--- src/rtl/idu1_sb_pkg.sv ---
// idu1_sb_pkg: shared types for the scoreboarded IDU1 stage.
// Decode bundles, FU indices and the hazard summary.
package idu1_sb_pkg;

   localparam int DATA_W = 32;
   localparam int REG_AW = 5;

   localparam int FU_MUL = 0;
   localparam int FU_MAC = 1;
   localparam int FU_DIV = 2;
   localparam int FU_LSU = 3;
   localparam int NUM_FU = 4;

   typedef struct packed {
      logic [31:0]       pc;
      logic              legal;
      logic              nop;
      logic              rs1;
      logic              rs2;
      logic              rd;
      logic [REG_AW-1:0] rs1_addr;
      logic [REG_AW-1:0] rs2_addr;
      logic [REG_AW-1:0] rd_addr;
      logic              mul;
      logic              mac;
      logic              div;
      logic              load;
      logic              store;
      logic [3:0]        alu_op;
   } idu0_out_t;

   typedef struct packed {
      idu0_out_t         dec;
      logic [DATA_W-1:0] rs1_data;
      logic [DATA_W-1:0] rs2_data;
   } idu1_out_t;

   typedef struct packed {
      logic raw1;
      logic raw2;
      logic waw;
      logic structural;
   } idu1_sb_hazard_t;

   function automatic logic [NUM_FU-1:0] fu_need(idu0_out_t d);
      logic [NUM_FU-1:0] n;
      n = '0;
      n[FU_MUL] = d.mul;
      n[FU_MAC] = d.mac;
      n[FU_DIV] = d.div;
      n[FU_LSU] = d.load | d.store;
      return n;
   endfunction

endpackage

--- src/rtl/idu1_sb_scoreboard.sv ---
// idu1_scoreboard: next-state and hazard lookup for pending rd bits.
// With IDU1_SB_WB_BYPASS_EN a same-cycle writeback masks its own bit.
module idu1_scoreboard #(
   parameter int NREGS = 32,
   localparam int AW = $clog2(NREGS)
) (
   input  logic [NREGS-1:0] pending,
   input  logic             set_en,
   input  logic [AW-1:0]    set_addr,
   input  logic             clr_en,
   input  logic [AW-1:0]    clr_addr,
   input  logic             rs1_en,
   input  logic [AW-1:0]    rs1_addr,
   input  logic             rs2_en,
   input  logic [AW-1:0]    rs2_addr,
   input  logic             rd_en,
   input  logic [AW-1:0]    rd_addr,
   output logic [NREGS-1:0] pending_nxt,
   output logic             raw1,
   output logic             raw2,
   output logic             waw
);

   logic [NREGS-1:0] set_mask;
   logic [NREGS-1:0] clr_mask;
   logic [NREGS-1:0] eff;

   // one-hot of the writeback being retired this cycle
   always_comb begin
      clr_mask = '0;
      if (clr_en) clr_mask[clr_addr] = 1'b1;
   end

   // one-hot of the destination being issued this cycle
   always_comb begin
      set_mask = '0;
      if (set_en) set_mask[set_addr] = 1'b1;
   end

   // set wins over clear on the same index; x0 never pends
   always_comb begin
      pending_nxt = (pending & ~clr_mask) | set_mask;
      pending_nxt[0] = 1'b0;
   end

`ifdef IDU1_SB_WB_BYPASS_EN
   assign eff = pending & ~clr_mask;
`else
   assign eff = pending;
`endif

   assign raw1 = rs1_en & eff[rs1_addr];
   assign raw2 = rs2_en & eff[rs2_addr];
   assign waw  = rd_en & eff[rd_addr];

endmodule

--- src/rtl/idu1_sb.sv ---
// idu1_sb: scoreboarded decode/issue stage between IDU0 and EXU.
// Define IDU1_SB_WB_BYPASS_EN for same-cycle writeback-to-issue bypass.
module idu1_sb
   import idu1_sb_pkg::*;
#(
   parameter int          XLEN = 32,
   parameter int          NREGS = 32,
   parameter logic [31:0] STACK_POINTER_INIT_VALUE = 32'h8000_0000,
   localparam int         AW = $clog2(NREGS)
) (
   input  logic             clk,
   input  logic             rst_n,
   input  idu0_out_t        idu0_out,
   output idu1_out_t        idu1_out,
   output logic             issue_fire,
   output logic             pipe_stall,
   input  logic             pipe_flush,
   input  logic [XLEN-1:0]  exu_wb_data,
   input  logic [AW-1:0]    exu_wb_rd_addr,
   input  logic             exu_wb_rd_wr_en,
   input  logic [3:0]       fu_busy,
   input  logic             exu_lsu_stall,
   output logic [NREGS-1:0] sb_pending
);

   logic [XLEN-1:0]  rf [NREGS];
   logic [NREGS-1:0] pending_q;
   logic [NREGS-1:0] pending_nxt;
   idu1_out_t        q;
   idu1_out_t        q_d;
   idu1_sb_hazard_t  haz;

   logic            wb_live;
   logic [AW-1:0]   in_rs1_a;
   logic [AW-1:0]   in_rs2_a;
   logic            in_rs1_en;
   logic            in_rs2_en;
   logic [XLEN-1:0] rd1;
   logic [XLEN-1:0] rd2;
   logic [AW-1:0]   q_rs1_a;
   logic [AW-1:0]   q_rs2_a;
   logic [AW-1:0]   q_rd_a;
   logic            q_hit1;
   logic            q_hit2;
   logic            valid;
   logic            sb_set;

   assign wb_live   = exu_wb_rd_wr_en & (exu_wb_rd_addr != '0);
   assign in_rs1_a  = idu0_out.rs1_addr[AW-1:0];
   assign in_rs2_a  = idu0_out.rs2_addr[AW-1:0];
   assign in_rs1_en = idu0_out.rs1 & idu0_out.legal;
   assign in_rs2_en = idu0_out.rs2 & idu0_out.legal;

   // register file write port; x2 resets to the stack pointer
   always_ff @(posedge clk or negedge rst_n) begin
      if (!rst_n) begin
         for (int i = 0; i < NREGS; i++)
            rf[i] <= (i == 2) ? XLEN'(STACK_POINTER_INIT_VALUE) : '0;
      end else if (wb_live) begin
         rf[exu_wb_rd_addr] <= exu_wb_data;
      end
   end

   // operand read with same-cycle writeback forwarding
   always_comb begin
      rd1 = '0;
      rd2 = '0;
      if (in_rs1_en)
         rd1 = (wb_live && in_rs1_a == exu_wb_rd_addr) ? exu_wb_data : rf[in_rs1_a];
      if (in_rs2_en)
         rd2 = (wb_live && in_rs2_a == exu_wb_rd_addr) ? exu_wb_data : rf[in_rs2_a];
   end

   assign q_rs1_a = q.dec.rs1_addr[AW-1:0];
   assign q_rs2_a = q.dec.rs2_addr[AW-1:0];
   assign q_rd_a  = q.dec.rd_addr[AW-1:0];
   assign q_hit1  = q.dec.rs1 & wb_live & (q_rs1_a == exu_wb_rd_addr);
   assign q_hit2  = q.dec.rs2 & wb_live & (q_rs2_a == exu_wb_rd_addr);

   // load a new instruction, or refresh held operands while stalled
   always_comb begin
      q_d = q;
      if (!pipe_stall) begin
         q_d.dec      = idu0_out;
         q_d.rs1_data = rd1;
         q_d.rs2_data = rd2;
      end else begin
         if (q_hit1) q_d.rs1_data = exu_wb_data;
         if (q_hit2) q_d.rs2_data = exu_wb_data;
      end
   end

   // IDU1 register; flush beats load
   always_ff @(posedge clk or negedge rst_n) begin
      if (!rst_n)          q <= '0;
      else if (pipe_flush) q <= '0;
      else                 q <= q_d;
   end

   assign valid  = q.dec.legal & ~q.dec.nop;
   assign sb_set = issue_fire & q.dec.rd & (q_rd_a != '0);

   idu1_scoreboard #(.NREGS(NREGS)) u_sb (
      .pending     (pending_q),
      .set_en      (sb_set),
      .set_addr    (q_rd_a),
      .clr_en      (exu_wb_rd_wr_en),
      .clr_addr    (exu_wb_rd_addr),
      .rs1_en      (q.dec.rs1),
      .rs1_addr    (q_rs1_a),
      .rs2_en      (q.dec.rs2),
      .rs2_addr    (q_rs2_a),
      .rd_en       (q.dec.rd),
      .rd_addr     (q_rd_a),
      .pending_nxt (pending_nxt),
      .raw1        (haz.raw1),
      .raw2        (haz.raw2),
      .waw         (haz.waw)
   );

   assign haz.structural = |(fu_need(q.dec) & fu_busy);

   assign pipe_stall = (valid & (|haz)) | exu_lsu_stall;
   assign issue_fire = valid & ~pipe_stall;

   // per-register pending state
   always_ff @(posedge clk or negedge rst_n) begin
      if (!rst_n) pending_q <= '0;
      else        pending_q <= pending_nxt;
   end

   assign sb_pending = pending_q;

   // issue bundle, zero unless issuing
   always_comb begin
      idu1_out = '0;
      if (issue_fire) begin
         idu1_out = q;
`ifdef IDU1_SB_WB_BYPASS_EN
         if (q_hit1) idu1_out.rs1_data = exu_wb_data;
         if (q_hit2) idu1_out.rs2_data = exu_wb_data;
`endif
      end
   end

endmodule

--- config.mk ---
export PLATFORM = sky130hd
export DESIGN_NAME = idu1_sb
export DESIGN_NICKNAME = d
export VERILOG_FILES = /design/src/rtl/idu1_sb_pkg.sv /design/src/rtl/idu1_sb_scoreboard.sv /design/src/rtl/idu1_sb.sv
export SDC_FILE = /design/constraint.sdc
export NUM_CORES = 2
export LEC_CHECK = 0
export ABC_CLOCK_PERIOD_IN_PS = 4400
export CAP_MARGIN = 20
export CORE_MARGIN = 2
export CORE_UTILIZATION = 62
export CTS_BUF_LIST = sky130_fd_sc_hd__clkbuf_8 sky130_fd_sc_hd__clkbuf_16
export DETAILED_ROUTE_END_ITERATION = 10
export PLACE_DENSITY = 0.79
export SLEW_MARGIN = 30
export SYNTH_ARGS = -nofsm -noshare
export SYNTH_HDL_FRONTEND = slang
export SYNTH_SLANG_ARGS = --single-unit
--- constraint.sdc ---
create_clock -name clk -period 4.4 [get_ports clk]
set_clock_uncertainty 0.05 [all_clocks]
set_input_delay 0.88 -clock clk [delete_from_list [all_inputs] [get_ports clk]]
set_output_delay 0.88 -clock clk [all_outputs]
set_load 0.01 [all_outputs]
==> reports/results.txt <==
number of standard-cell rows in the floorplan: 117
number of pins exceeding their max-slew limit in the final report: 0
setup total negative slack: -12.59 ns
number of filler cells placed in the layout: 6343
via density per instance: 7.03
CTS tree: yes
share of Yosys cell area claimed by the top area cell type: 0.462
Detailed Route WL: 186 mm
fraction of the yosys area taken by sequential cells: 0.462
Crit path arrival time: 3.70 ns
startpoint type of the worst setup path: flop
Layout Cells excl Fill: 5864
static leakage: 0.0320 µW
sequential cell fraction of total power: 0.449
global-route wire length before repair: 278 mm
pin count of the biggest net entering global routing: 126
Die Footprint: 0.106 mm²
Clock transition at path regs: 0.06 ns
setup slack at placement: 0.111 ns
Hold Violations, Final: 0
mean post-synth cell area: 15.1 µm²
number of global-route vias before repair: 42800
initial antenna violation count: 2
post-synth design cell area: 0.0639 mm²
cell with the largest stage delay on the worst path: sky130_fd_sc_hd__mux4_2
headroom to the max-slew limit: 0.277
fmax: 216 MHz
number of ports placed on the die boundary: 266
largest stage delay on the critical path: 0.52 ns
unrepaired setup endpoints after global routing: true
number of levels the H-tree was split into: 3
reg2reg setup slack: 0.89 ns
combinational share of power: 0.201
worst voltage drop across the vdd grid: 0.328 mV
failing checks: negative setup slack
setup violation total in the final timing report: 111
setup ws final: -0.234 ns
Initial Util: 0.626
part of the total power dissipated in the clock network: 0.350
Tightest Hold Check Type: primary input to asynchronous set/reset pin
Inst Count DP: 5586
highest-count cells in the layout ignoring fill and taps: 1175 x sky130_fd_sc_hd__dfrtp_1, 997 x sky130_fd_sc_hd__mux2_2, 650 x sky130_fd_sc_hd__mux4_2
Gate Count Post-Synth: 4227
CTS Root Buffer Type: sky130_fd_sc_hd__clkbuf_16
number of buffers created by CTS: 121
GRT Util Overall: 0.353
count of input and output buffers: 263
remaining antenna violation count: 0
total of flip-flops plus latches after synthesis: 1180
Critical Path Sink Type: output pin
layout cell share with drive strength beyond 1: 0.532
drt drc: 0
internal portion of total power: 23200 µW
most common library cell in the layout ignoring fill and taps: sky130_fd_sc_hd__dfrtp_1
vertical die dimension: 325 µm
share of flip-flops with an asynchronous set or reset after synthesis: 1.00
HPWL reported at the end of detailed placement: 107 mm
overflow left after global routing: 0
maximum capacitance violations: 0
latest clock arrival within the worst-skew pair: 0.73 ns
initial drt markers: 4546
routed length per placed instance: 31.7 µm
Switching Fraction: 0.264
status: finished with violations
number of synthesized flops with an enable pin: 0
cell type with the largest total area after synthesis: sky130_fd_sc_hd__dfrtp_1
die extent in x: 325 µm
number of distinct library cells after synthesis: 49
Pre-antenna DRT Iters: 6
number of nets in the layout: 4498
final estimated routing congestion in global placement: 0.917
pwr dens: 425 mW/mm²
Synth-to-Final Area Change: 16.0%
Core Region: 0.102 mm²
data required time of the critical path: 3.47 ns
Final Cycle Share: 1.05
Max Buffers Root-to-Sink: 3
classification of the worst setup path: flop to output pin
cts hold-fix bufs: 0
crit path time final: 4.63 ns
Psw: 8310 µW
ordered cell list for the critical path: mux4_2 > mux2_4 > nand2_4 > o31ai_4 > a2111oi_4 > and4_4 > buf_6 > buf_6 > buf_12 > buf_12 > buf_16 > buf_12 > and2_4 > buf_6
CTS sink cnt: 1180
top cells by area in the synthesized netlist: sky130_fd_sc_hd__dfrtp_1 46%, sky130_fd_sc_hd__mux4_2 23%, sky130_fd_sc_hd__mux2_2 18%, sky130_fd_sc_hd__mux2i_1 3.2%, sky130_fd_sc_hd__clkbuf_1 1.8%
Max Fanout on Critical Path: 6
dominant synthesized flop cell: sky130_fd_sc_hd__dfrtp_1
total vias in the final route: 41200
Yosys warning total: 0
transition at the pin with the smallest max-transition slack: 1.08 ns
## final timing paths
path | from | end | depth (start not counted)
worst max-delay path | q_rs2_a[1] | idu1_out[10] | 14
worst min-delay path | rst_n | q[108] | 1
worst max register to register | q_rd_a[1] | q[43] | 11
worst min register to register | rf[997] | rf[997] | 0
max in group asynchronous | rst_n | rf[263] | 2
min in group clk | rf[997] | rf[997] | 0
## synth_stat cells, drive strengths merged (2+ instances only)
| library cell | number |
|---|---|
| and3 | 3 |
| a22oi | 5 |
| a31oi | 3 |
| mux2 | 1064 |
| xnor2 | 14 |
| nor2b | 12 |
| nand2 | 28 |
| buf | 171 |
| a21oi | 68 |
| nand4 | 3 |
| nand3b | 3 |
| nand3 | 7 |
| mux4 | 650 |
| a2111oi | 6 |
| inv | 22 |
| nor3b | 9 |
| nand2b | 123 |
| and2 | 123 |
| mux2i | 206 |
| clkbuf | 302 |
| dfrtp | 1179 |
| o31ai | 2 |
| a311oi | 2 |
| xor2 | 6 |
| o21ai | 66 |
| a32o | 31 |
| nor4 | 2 |
| and4 | 2 |
| or2 | 2 |
| nor2 | 95 |
| nor3 | 6 |
## layout make-up
type / instances / area [µm²] / area share
inverter: 22 / 82.6 / 0.00111
clock buffer: 149 / 3420 / 0.0462
antenna: 2 / 5.00 / 0.0000675
multi-input combinational: 2553 / 32900 / 0.444
clock inverter: 77 / 862 / 0.0116
tap: 1368 / 1710 / 0.0231
sequential: 1180 / 29500 / 0.398
timing repair buffer: 513 / 5570 / 0.0751
## routing by layer
layer,track usage,up-vias,wire length [µm]
li1,-,16400,-
met1,0.494,22200,72900
met2,0.547,2151,87700
met3,0.0827,478,17500
met4,0.133,2,7950
met5,0,-,14
## through the flow
step	hold slack, ns	power (µW)	cell area (µm²)	util
after floorplan	0.391	18500	63900	-
after global placement	0.326	20100	68900	0.675
after detailed placement	0.333	20400	68800	0.674
after CTS	0.211	31400	73400	0.719
after global routing	0.0833	32700	74100	0.727
final	0.0510	31500	74100	0.727
## sequential cells by signal, summed over array words and instances, names as in the netlist
| signal | flops |
|---|---|
| q | 110 |
| rf | 1024 |
| sb_pending | 31 |
| q_rd_a | 5 |
| q_rs1_a | 5 |
| q_rs2_a | 5 |
## critical path, delay by kind of cell (launching register included)
kind | cells | cell delay [ns]
buf+inv | 7 | 0.76
compound gates | 2 | 0.44
simple gates | 3 | 0.51
flops | 1 | 0.45
mux | 2 | 0.81
## cells by family after synthesis
logic type / synth area share
mux: 0.449
flops: 0.462
buf+inv: 0.0309
simple gates: 0.0367
compound gates: 0.0184
xor+xnor: 0.00274
other cells: 0.0000587
## repair_timing
item / CTS / global route
gates cloned: 7 / 9
pin swaps: 2 / 26
buffers inserted: 22 / 16
hold endpoints to repair: 0 / 0
setup endpoints to repair: 126 / 125
gates resized for setup: 390 / 284
## power groups by stage
stage | Clock [µW] | Sequential, µW | Combinational [µW]
after global placement | 0 | 14100 | 5990
final | 11000 | 14200 | 6330
after global routing | 11600 | 14400 | 6720
after floorplan | 0 | 13700 | 4740
after detailed placement | 0 | 14200 | 6170
after CTS | 11100 | 14100 | 6270
Power figures use the tool's default switching activity.
